[src/rtl/mmio_uart_tx.sv]
// mmio_uart_tx: memory-mapped 8N1 UART transmitter on the core data path.
//   Stores to TXDATA queue bytes in a small FIFO. An FSM shifts each byte out
//   LSB first, one bit every BAUDDIV clock cycles.
//   Ports:
//     clk, rst_n   core clock, synchronous active-low reset
//     addr, wdata  core data address and store data
//     mem_we       store strobe
//     sel          combinational window hit
//     rdata        combinational read data (0 when sel=0)
//     tx           serial line, idles high
//     busy         registered, FSM not idle
//     irq          registered, FIFO empty and FSM idle
module mmio_uart_tx #(
    parameter logic [31:0] BASE_ADDR   = 32'h0000_1000,
    parameter int          FIFO_DEPTH  = 8,
    parameter logic [15:0] DEFAULT_DIV = 16'd868
) (
    input  logic        clk,
    input  logic        rst_n,
    input  logic [31:0] addr,
    input  logic [31:0] wdata,
    input  logic        mem_we,
    output logic        sel,
    output logic [31:0] rdata,
    output logic        tx,
    output logic        busy,
    output logic        irq
);
    localparam int PW = $clog2(FIFO_DEPTH);
    localparam int CW = PW + 1;

    typedef enum logic [1:0] {IDLE, START, DATA, STOP} state_e;

    state_e        state_q;
    logic [7:0]    fifo_q [FIFO_DEPTH];
    logic [PW-1:0] wptr_q, rptr_q;
    logic [CW-1:0] cnt_q, cnt_d;
    logic          ovf_q;
    logic [15:0]   baud_q;
    logic [15:0]   div_q, cyc_q;
    logic [2:0]    bit_q;
    logic [7:0]    shift_q;
    logic          tx_q, busy_q, irq_q;

    logic [1:0]    off;
    logic          wr, push_req, push_ok, pop;
    logic          fifo_empty, fifo_full, bit_end, going_idle;
    logic [6:0]    cnt_ext;
    logic [3:0]    cnt_sat;
    logic [7:0]    head;

    logic unused;
    assign unused = ^{addr[1:0], wdata[31:16]};

    assign sel        = (addr[31:4] == BASE_ADDR[31:4]);
    assign off        = addr[3:2];
    assign wr         = sel && mem_we;
    assign push_req   = wr && (off == 2'd0);
    assign fifo_empty = (cnt_q == '0);
    assign fifo_full  = (cnt_q == CW'(FIFO_DEPTH));
    assign head       = fifo_q[rptr_q];

    // Last cycle of the current bit period (start, data or stop bit).
    assign bit_end = (cyc_q == div_q - 16'd1);

    // Pop either from idle or straight out of the stop bit, so consecutive
    // frames have no idle gap between them.
    assign pop = !fifo_empty &&
                 ((state_q == IDLE) || ((state_q == STOP) && bit_end));

    // A full FIFO still accepts a push when the head leaves in the same cycle.
    assign push_ok = push_req && (!fifo_full || pop);

    // FSM will be IDLE after this edge.
    assign going_idle = !pop && ((state_q == IDLE) ||
                                 ((state_q == STOP) && bit_end));

    always_comb begin
        cnt_d = cnt_q;
        if (push_ok && !pop)
            cnt_d = cnt_q + CW'(1);
        else if (!push_ok && pop)
            cnt_d = cnt_q - CW'(1);
    end

    assign cnt_ext = 7'(cnt_q);
    assign cnt_sat = (cnt_ext > 7'd15) ? 4'hF : cnt_ext[3:0];

    always_comb begin
        rdata = '0;
        if (sel) begin
            case (off)
                2'd1:    rdata = {20'd0, cnt_sat, 4'd0, ovf_q, busy_q,
                                  fifo_empty, fifo_full};
                2'd2:    rdata = {16'd0, baud_q};
                default: rdata = '0;
            endcase
        end
    end

    // FIFO storage needs no reset; emptiness is tracked by cnt_q.
    always_ff @(posedge clk) begin
        if (push_ok)
            fifo_q[wptr_q] <= wdata[7:0];
    end

    always_ff @(posedge clk) begin
        if (!rst_n) begin
            wptr_q <= '0;
            rptr_q <= '0;
            cnt_q  <= '0;
            ovf_q  <= 1'b0;
            baud_q <= DEFAULT_DIV;
        end else begin
            if (push_ok)
                wptr_q <= wptr_q + PW'(1);
            if (pop)
                rptr_q <= rptr_q + PW'(1);
            cnt_q <= cnt_d;
            if (push_req && !push_ok)
                ovf_q <= 1'b1;
            else if (wr && (off == 2'd1) && wdata[3])
                ovf_q <= 1'b0;
            if (wr && (off == 2'd2))
                baud_q <= (wdata[15:0] == 16'd0) ? 16'd1 : wdata[15:0];
        end
    end

    always_ff @(posedge clk) begin
        if (!rst_n) begin
            state_q <= IDLE;
            tx_q    <= 1'b1;
            busy_q  <= 1'b0;
            irq_q   <= 1'b1;
            cyc_q   <= '0;
            bit_q   <= '0;
            shift_q <= '0;
            div_q   <= DEFAULT_DIV;
        end else begin
            busy_q <= !going_idle;
            irq_q  <= going_idle && (cnt_d == '0);
            case (state_q)
                IDLE: begin
                    tx_q <= 1'b1;
                    if (pop) begin
                        shift_q <= head;
                        div_q   <= baud_q;
                        cyc_q   <= '0;
                        tx_q    <= 1'b0;
                        state_q <= START;
                    end
                end
                START: begin
                    if (bit_end) begin
                        cyc_q   <= '0;
                        bit_q   <= '0;
                        tx_q    <= shift_q[0];
                        state_q <= DATA;
                    end else begin
                        cyc_q <= cyc_q + 16'd1;
                    end
                end
                DATA: begin
                    if (bit_end) begin
                        cyc_q <= '0;
                        if (bit_q == 3'd7) begin
                            tx_q    <= 1'b1;
                            state_q <= STOP;
                        end else begin
                            bit_q   <= bit_q + 3'd1;
                            shift_q <= shift_q >> 1;
                            tx_q    <= shift_q[1];
                        end
                    end else begin
                        cyc_q <= cyc_q + 16'd1;
                    end
                end
                STOP: begin
                    if (bit_end) begin
                        cyc_q <= '0;
                        if (pop) begin
                            shift_q <= head;
                            div_q   <= baud_q;
                            tx_q    <= 1'b0;
                            state_q <= START;
                        end else begin
                            tx_q    <= 1'b1;
                            state_q <= IDLE;
                        end
                    end else begin
                        cyc_q <= cyc_q + 16'd1;
                    end
                end
                default: begin
                    tx_q    <= 1'b1;
                    state_q <= IDLE;
                end
            endcase
        end
    end

    assign tx   = tx_q;
    assign busy = busy_q;
    assign irq  = irq_q;

endmodule

[config.mk]
export PLATFORM = sky130hd
export DESIGN_NAME = mmio_uart_tx
export DESIGN_NICKNAME = d
export VERILOG_FILES = /design/src/rtl/mmio_uart_tx.sv
export SDC_FILE = /design/constraint.sdc
export NUM_CORES = 1
export LEC_CHECK = 0
export CORE_MARGIN = 5
export CORE_UTILIZATION = 57
export CTS_CLUSTER_SIZE = 25
export DETAILED_ROUTE_END_ITERATION = 6
export HOLD_SLACK_MARGIN = 0.05
export MAX_ROUTING_LAYER = met4
export PLACE_DENSITY = 0.83
export SYNTH_ARGS = -nofsm -noshare
export SYNTH_HDL_FRONTEND = slang
export SYNTH_SLANG_ARGS = --single-unit
[constraint.sdc]
create_clock -name clk -period 10.79 [get_ports clk]
set_clock_uncertainty 0.1 [all_clocks]
set_input_delay 1.6185 -clock clk [delete_from_list [all_inputs] [get_ports clk]]
set_output_delay 1.6185 -clock clk [all_outputs]
set_load 0.05 [all_outputs]
==> results of run 1 <==
metal layers:
layer / part of all wire / vias to the layer above / GRT usage
met5: 0 / - / -
met1: 0.40 / 2656 / 0.3062
met2: 0.48 / 302 / 0.3974
met3: 0.090 / 43 / 0.05921
li1: - / 2582 / -
met4: 0.022 / 0 / 0.07932
worst max-delay path by stage:
stage | endpoint | slack (ps) | cells past startpoint
finish | rdata[0] | 4940 | 8
global route | rdata[0] | 4770 | 8
CTS | rdata[0] | 4880 | 8
detailed placement | rdata[0] | 4900 | 8
global placement | rdata[0] | 4960 | 8
floorplan | rdata[0] | 5210 | 6
kinds of logic after synthesis:
family,after synthesis
AND/OR/NAND/NOR,252
flip-flops,142
AO/OA/AOI/OAI,132
buffers and inverters,69
multiplexers,42
XOR/XNOR,23
adder cells (fa/ha/maj),16
other,1
critical path: cells and delay by family:
kind,cells,cell delay (ps)
buf+inv,3,1450
simple gates,5,1050
stage by stage:
step | std cells | hold WS, ps | utilization | instance area [µm²] | setup WS, ps
global placement | 883 | 341.5 | 0.6431 | 7756 | 4959
floorplan | 692 | 331.6 | - | 7084 | 5208
finish | 915 | 370.1 | 0.6894 | 8315 | 4939
CTS | 915 | 370.6 | 0.6894 | 8315 | 4881
detailed placement | 883 | 358.5 | 0.6431 | 7756 | 4898
global route | 915 | 384.3 | 0.6894 | 8315 | 4774
area by class of cell:
class,instances,area [µm²]
Fill cell,847,3746
Sequential cell,142,3483
Multi-Input combinational cell,481,3266
Timing Repair Buffer,75,733.2
Clock buffer,17,425.4
Tap cell,168,210.2
Clock inverter,15,133.9
Inverter,17,63.81
flip-flops by register name, indices dropped and copies added, names as in the netlist, named ones only:
signal / flops
tx: 1
shift_q: 8
baud_q: 16
wptr_q: 3
rptr_q: 3
cyc_q: 16
fifo_q: 64
irq: 1
ovf_q: 1
bit_q: 3
busy: 1
cnt_q: 4
div_q: 16
state_q: 2
power by group through the flow:
stage	sequential, µW	clock, µW	combinational [µW]
global route	656	589	582
global placement	656	0	500
floorplan	648	0	430
detailed placement	659	0	518
finish	649	560	534
CTS	648	566	526
cell usage in the layout (no fill, tap or decap), types with 5 or more instances in the layout:
cell	Yosys	routed
a211oi_1	24	24
a21oi_1	41	41
a22oi_1	12	12
a31oi_1	5	5
and3_1	22	22
buf_4	16	7
clkbuf_16	0	17
clkdlybuf4s50_1	0	68
conb_1	1	16
dfxtp_1	78	78
edfxtp_1	64	64
ha_1	16	16
inv_1	16	16
inv_6	0	8
mux2i_1	24	24
mux4_2	16	16
nand2_1	72	72
nand2b_1	8	8
nand3_1	13	13
nand3b_1	15	15
nor2_1	55	55
nor2b_1	10	10
nor3_1	11	11
nor3b_1	6	6
nor4_1	14	14
o21ai_0	21	21
xnor2_1	17	17
xor2_1	6	6
==> results.yml, run 1 <==
timing:
  setup_viol: 0
  max_clock_freq_ghz: 0.1709
  slew_headroom: 0.2823
  rsz0062_at_grt: "no"
  tightest_slew_ps: 1075
  slew_violations: 0
  hold_viol_final: 0
  finalCriticalPeriod_ps: 5851
  fin_tns_setup_ps: 0
  timing.final.crit_share: 0.5423
clock_network:
  postCtsHoldBufs: 0
  cts_resized: 0
  cts_tree: "yes"
  htree_num_levels: 4
  cts_buffers: 17
  clkTransAtPathRegs_ps: 60
  cts_buffer_depth: 2
  cts_setup_buffers: 0
  cts-root-buf: "clkbuf_16"
  cts_sinks: 142
  clk_latency_ps: 430
critical_path:
  crit_path_max_fanout: 15
  crit_type: "in -> out"
  max_stage_delay_ps: 830
  cp_slowest_cell: "clkdlybuf4s50_1"
  end_kind: "output port"
  crit_start: "addr[10]"
  cp.required_ps: 9070
  r2r-end: "fifo_q[7][1]"
  reg2reg_depth: 11
  worstPathCellList: "clkdlybuf4s50_1, nor4b_1, nand4_1, nor2_1, buf_4, nand2_1, nor2_1, clkdlybuf4s50_1"
  r2r-start: "div_q[0]"
  start_kind: "input port"
  cp.arrival_ps: 4130
  reg2reg_slack_ps: 6680
synth:
  synth.cell_area_um2: 7028
  synth_common_cells: "dfxtp_1, nand2_1, edfxtp_1, nor2_1, a21oi_1"
  async_flop_share: 0
  synthXorXnorAreaFrac: 0.02866
  synth_cell_type_count: 68
  synth-seq-area-share: 0.4956
  yosys.area_share.simple: 0.1848
  yosysTopAreaCellShare: 0.2735
  ys_ff_latch: 142
  synth_compound_area_frac: 0.1255
  synth-warning-count: 0
  yosysMostFrequentCell: "dfxtp_1"
  synth_fa_ha_area_frac: 0.02848
  yosys.area.top_type: "edfxtp_1"
  synth_ff_type: "dfxtp_1"
  syn_inst: 677
  synthMuxAreaShare: 0.08866
  synth_top_family_by_area: "simple AND/OR/NAND/NOR gates"
  avgSynthCellArea_um2: 10.38
  synth_area_leaders: "edfxtp_1, dfxtp_1, mux4_2, nand2_1, mux2i_1"
  synth-edff-count: 64
run:
  drv_cap: 0
power:
  leakagePower_uw: 0.002926
  comb_power_share: 0.306
  power_density_nw_per_um2: 209.6
  peakVddDrop_uv: 166.0
  seqPwrFrac: 0.373
  p_switching_uw: 607.2
  intPower_uw: 1136
  switching_share: 0.3484
  totalPowerFinal_uw: 1743
  p_clk_frac: 0.321
routing:
  vias: 5583
  drt-pass1-iter-count: 7
  viasPerCell: 6.102
  routedWlPerCell_um: 18.75
  first_iter_violations: 484
  drc: 1
  ant_nets: 0
  wirelength_um: 17150
global_route:
  grt_remaining_overflow: 0
  antenna_found_initial: 0
  grt_first_pass_wirelength_um: 27470
  grt_pass1_vias: 5369
  track_usage: 0.2456
  grt_max_degree: 63
hold_path:
  hold_end: "shift_q[2]"
  min_from: "shift_q[2]"
  hold_class: "reg -> reg"
  hold_depth: 2
place:
  placement.io_buffers: 68
  dp_hpwl_um: 11750
  routabilityCongestion: 0.8959
finish:
  nNetsFinal: 817
  drive_above_1_share: 0.09103
  syn_to_final_growth_pct: 18.32
  diodes: 0
floorplan:
  die_h_um: 121.0
  start_util: 0.5827
  coreArea_um2: 12060
  dieArea_um2: 14650
  design.portCount: 103
  die_width_um: 121.0
  num_rows: 40
outcome:
  violations: "design-rule violations"
  status: "complete, but fails checks"
Power figures use the tool's default switching activity.
==> run 2, diff against run 1 <==
--- a/config.mk
+++ b/config.mk
@@ -6,12 +6,12 @@
 export NUM_CORES = 1
 export LEC_CHECK = 0
 export CORE_MARGIN = 5
-export CORE_UTILIZATION = 57
+export CORE_UTILIZATION = 55
 export CTS_CLUSTER_SIZE = 25
 export DETAILED_ROUTE_END_ITERATION = 6
 export HOLD_SLACK_MARGIN = 0.05
 export MAX_ROUTING_LAYER = met4
-export PLACE_DENSITY = 0.83
+export PLACE_DENSITY = 0.81
 export SYNTH_ARGS = -nofsm -noshare
 export SYNTH_HDL_FRONTEND = slang
 export SYNTH_SLANG_ARGS = --single-unit
==> constraint.sdc (replaced) <==
create_clock -name clk -period 5.8 [get_ports clk]
set_clock_uncertainty 0.1 [all_clocks]
set_input_delay 0.87 -clock clk [delete_from_list [all_inputs] [get_ports clk]]
set_output_delay 0.87 -clock clk [all_outputs]
set_load 0.05 [all_outputs]
==> run 2 against run 1 <==
Effect of this change: the run now ends clean; first-iteration DRC count is 14% lower; global-route usage decreased by 1.4 points; sequential power is 82% higher; final cell count increased by 0.55%; critical path depth stayed put; wire length fell by 4.4%; final area rose by 0.35%; via count fell by 1.2%; critical endpoint is now rdata[2]; largest cell class unchanged; largest power group unchanged.
==> results.yml, run 2 (synthesized netlist as in run 1, its figures left out) <==
clock_network:
  cts_buffers: 17
  cts_tree: "yes"
  cts_setup_buffers: 0
  postCtsHoldBufs: 0
  cts_sinks: 142
  htree_num_levels: 4
  clk_latency_ps: 430
  cts_resized: 0
  cts-root-buf: "clkbuf_16"
  cts_buffer_depth: 2
  clkTransAtPathRegs_ps: 60
timing:
  hold_viol_final: 0
  tightest_slew_ps: 1068
  rsz0062_at_grt: "no"
  slew_headroom: 0.2864
  finalCriticalPeriod_ps: 4300
  timing.final.crit_share: 0.7414
  fin_tns_setup_ps: 0
  max_clock_freq_ghz: 0.2325
  setup_viol: 0
  slew_violations: 0
  holdWs_ps: 361.4
finish:
  drive_above_1_share: 0.09626
  finalNonFillerCells: 920
  stdcell_area_um2: 8344
  top_register: "fifo_q"
  largest_reg_flops: 64
  syn_to_final_growth_pct: 18.73
  nNetsFinal: 818
  diodes: 0
  layout_common_cells: "dfxtp_1, nand2_1, clkdlybuf4s50_1"
  final_common_cell: "dfxtp_1"
place:
  placement.io_buffers: 68
  placed_cells: 888
  dp_hpwl_um: 11720
  routabilityCongestion: 0.9111
  placed_area_um2: 7769
global_route:
  grt_pass1_vias: 5285
  antenna_found_initial: 0
  grt_remaining_overflow: 0
  track_usage: 0.2313
  grt_first_pass_wirelength_um: 26170
  grt_max_degree: 63
run:
  drv_cap: 0
routing:
  first_iter_violations: 414
  routedWlPerCell_um: 17.83
  drc: 0
  ant_nets: 0
  vias: 5514
  drt-pass1-iter-count: 5
  wirelength_um: 16400
  viasPerCell: 5.993
floorplan:
  num_rows: 41
  coreArea_um2: 12570
  die_width_um: 123.0
  start_util: 0.5592
  design.portCount: 103
  die_h_um: 123.0
  dieArea_um2: 15140
power:
  peakVddDrop_uv: 274.6
  leakagePower_uw: 0.002939
  power_density_nw_per_um2: 387.7
  totalPowerFinal_uw: 3235
critical_path:
  crit_type: "in -> out"
  cp.required_ps: 4830
  start_kind: "input port"
  end_kind: "output port"
  cp.arrival_ps: 3330
  crit_path_max_fanout: 15
outcome:
  status: "complete, no violations"
hold_path:
  hold_class: "reg -> reg"
==> run 2: changes by cell type in the layout (fill, tap and decap cells not counted) <==
cell       before  now
inv_8           1    4
clkinv_4        0    3
bufinv_16       1    0
buf_4           7    8
clkinv_8        0    2
clkinv_1        4    1
inv_6           8    4
==> run 2: path summary, 6_finish.rpt <==
path / start / end / slack [ps] / cells past startpoint
max: addr[12] / rdata[2] / 1500 / 8
min: shift_q[7] / shift_q[7] / 360 / 2
max reg2reg: div_q[0] / fifo_q[7][0] / 1620 / 11
min reg2reg: shift_q[7] / shift_q[7] / 360 / 2
==> run 2: report_power, final <==
group          switching, µW  internal, µW
clock network            475           570
logic                    603           404
registers               69.3          1110
==> run 2: routing by layer <==
| layer | up-vias | routed length [µm] | GRT usage | share of wire |
|---|---|---|---|---|
| met5 | - | 0 | - | 0 |
| met1 | 2674 | 6633 | 0.2755 | 0.40 |
| met4 | 0 | 365 | 0.08927 | 0.022 |
| met2 | 220 | 8394 | 0.3854 | 0.51 |
| li1 | 2585 | - | - | - |
| met3 | 35 | 1010 | 0.05169 | 0.062 |
==> run 2: final cells by class <==
type	instances	area (µm²)
clock buffers	17	425.4
clock inverters	15	150.1
fillers	936	4224
inverters	17	63.81
multi-input cells	481	3266
flip-flops and latches	142	3483
well taps	172	215.2
repair buffers	76	740.7
==> run 2: stage by stage <==
step | setup WS [ps] | utilization
2_1_floorplan | 1715 | -
3_3_place_gp | 1530 | 0.6181
3_5_place_dp | 1531 | 0.6181
4_1_cts | 1520 | 0.6639
5_1_grt | 1328 | 0.6639
6_report | 1500 | 0.6639
==> run 2: critical path, cell delays in order <==
cell and delay, ps:
clkdlybuf4s50_1 480, nor4b_1 270, nand4_1 140, nor2_1 180
buf_4 220, nand2_1 180, nor2_1 160, clkdlybuf4s50_1 820
==> run 3, diff against run 2 <==
--- a/config.mk
+++ b/config.mk
@@ -6,12 +6,12 @@
 export NUM_CORES = 1
 export LEC_CHECK = 0
 export CORE_MARGIN = 5
-export CORE_UTILIZATION = 55
+export CORE_UTILIZATION = 49
 export CTS_CLUSTER_SIZE = 25
 export DETAILED_ROUTE_END_ITERATION = 6
 export HOLD_SLACK_MARGIN = 0.05
 export MAX_ROUTING_LAYER = met4
-export PLACE_DENSITY = 0.81
+export PLACE_DENSITY = 0.76
 export SYNTH_ARGS = -nofsm -noshare
 export SYNTH_HDL_FRONTEND = slang
 export SYNTH_SLANG_ARGS = --single-unit
==> constraint.sdc (replaced) <==
create_clock -name clk -period 3.57 [get_ports clk]
set_clock_uncertainty 0.1 [all_clocks]
set_input_delay 0.5355 -clock clk [delete_from_list [all_inputs] [get_ports clk]]
set_output_delay 0.5355 -clock clk [all_outputs]
set_load 0.05 [all_outputs]
==> run 3 against run 2 <==
Effect of this change: sequential power rose by 65%; non-clock buffer count rose by 17; count of clock-buffer cells in the layout rose by 2; worst setup slack got worse by 1400 ps; total power rose by 67%; largest power group unchanged; core utilization fell by 4.0 points; clock power rose by 67%; final cell count rose by 2.7%; die area rose by 11%.
==> results.yml, run 3 (synthesized netlist as in run 1, its figures left out) <==
outcome:
  status: "complete, no violations"
critical_path:
  crit_start: "div_q[1]"
  critPathCapture: "fifo_q[2][0]"
  crit_type: "reg -> reg"
  cp_num_buf_inv: 2
  start_kind: "flop"
  reg2reg_slack_ps: 110
  cp.arrival_ps: 3490
  end_kind: "flop"
  crit_cells: 11
  worstPathCellList: "inv_1, ha_1, o21ba_2, a221oi_1, a41oi_1, nor4_2, nand3b_1, o21ba_2, a21oi_4, nor4bb_2, buf_4"
  reg2reg_depth: 11
  r2r-end: "fifo_q[2][0]"
  crit_path_max_fanout: 8
  cp_slowest_cell: "dfxtp_1"
  cp.required_ps: 3590
  max_stage_delay_ps: 430
  path_common_cell: "o21ba_2"
  crit_family: "compound AO/OA/AOI/OAI gates"
  r2r-start: "div_q[1]"
floorplan:
  num_rows: 43
  die_h_um: 129.8
  design.portCount: 103
  start_util: 0.5024
  coreArea_um2: 13990
  dieArea_um2: 16840
  die_width_um: 129.8
global_route:
  grt_pass1_vias: 5374
  grt_max_degree: 38
  antenna_found_initial: 0
  grt_first_pass_wirelength_um: 27880
  grt_remaining_overflow: 0
  track_usage: 0.2188
finish:
  final_common_cell: "dfxtp_1"
  nNetsFinal: 835
  stdcell_area_um2: 8721
  largest_reg_flops: 64
  diodes: 0
  syn_to_final_growth_pct: 24.09
  fin_util: 0.6234
  drive_above_1_share: 0.1516
  top_register: "fifo_q"
  layout_common_cells: "dfxtp_1, nand2_1, edfxtp_1"
routing:
  first_iter_violations: 511
  wirelength_um: 17440
  routedWlPerCell_um: 18.46
  drt-pass1-iter-count: 5
  vias: 5521
  viasPerCell: 5.842
  drc: 0
  ant_nets: 0
timing:
  timing.final.crit_share: 0.9697
  slew_headroom: 0.3970
  max_clock_freq_ghz: 0.2889
  fin_tns_setup_ps: 0
  finalCriticalPeriod_ps: 3462
  hold_viol_final: 0
  setup_viol: 0
  tightest_slew_ps: 901.1
  slew_violations: 0
hold_path:
  hold_depth: 2
  hold_class: "reg -> reg"
power:
  peakVddDrop_uv: 510.7
  leakagePower_uw: 0.003124
  power_density_nw_per_um2: 621.0
clock_network:
  cts_buffers: 17
  clkTransAtPathRegs_ps: 60
  cts-root-buf: "clkbuf_16"
  htree_num_levels: 4
  cts_setup_buffers: 0
  cts_tree: "yes"
  clk_latency_ps: 420
  cts_buffer_depth: 2
  cts_sinks: 142
place:
  routabilityCongestion: 0.8658
  placement.io_buffers: 68
  dp_hpwl_um: 12570
  placed_area_um2: 8117
run:
  drv_cap: 0
==> run 3: power breakdown <==
| group | leakage [µW] | switching [µW] | internal, µW |
|---|---|---|---|
| Combinational | 0.00163 | 993 | 730 |
| Clock | 0.000284 | 753 | 990 |
| Sequential | 0.00121 | 140 | 1810 |
==> run 3: cell type report <==
class                           count  area, µm²
Fill cell                        1104       5268
Sequential cell                   142       3483
Clock buffer                       19      432.9
Clock inverter                     13      142.6
Multi-Input combinational cell    481       3322
Tap cell                          180      225.2
Timing Repair Buffer               93       1051
Inverter                           17      63.81
==> run 3: worst min-delay path by stage <==
stage / start / to / slack (ps)
final: ovf_q / ovf_q / 360
after global routing: shift_q[6] / shift_q[6] / 380
after CTS: ovf_q / ovf_q / 360
after detailed placement: ovf_q / ovf_q / 350
after global placement: ovf_q / ovf_q / 340
after floorplan: ovf_q / ovf_q / 330
==> run 3: layer usage <==
metal	vias to the layer above	GRT usage	wire length, µm
met5	-	-	0
met1	2702	0.2760	7676
met2	177	0.3612	8812
met3	27	0.04544	755
met4	0	0.05868	198
li1	2615	-	-
==> run 3: what timing repair did <==
action	4_1_cts	5_1_grt
gates resized for setup	0	6
endpoints found under the setup margin	0	73
hold buffers	0	0
==> run 3: tightest hold or removal path, cell delays in order (launching register included) <==
cell and delay (ps):
dfxtp_1 310, nand2_1 50, a21oi_1 50
==> run 3: per-stage QoR <==
stage,setup WS (ps),hold WS (ps),instances,power [µW]
after global routing,-5.869,384.0,945,5677
after detailed placement,97.74,351.9,913,3683
final,108.2,361.4,945,5416
after global placement,242.4,341.0,913,3607
after CTS,94.22,360.8,945,5416
after floorplan,-143.6,331.6,692,3257
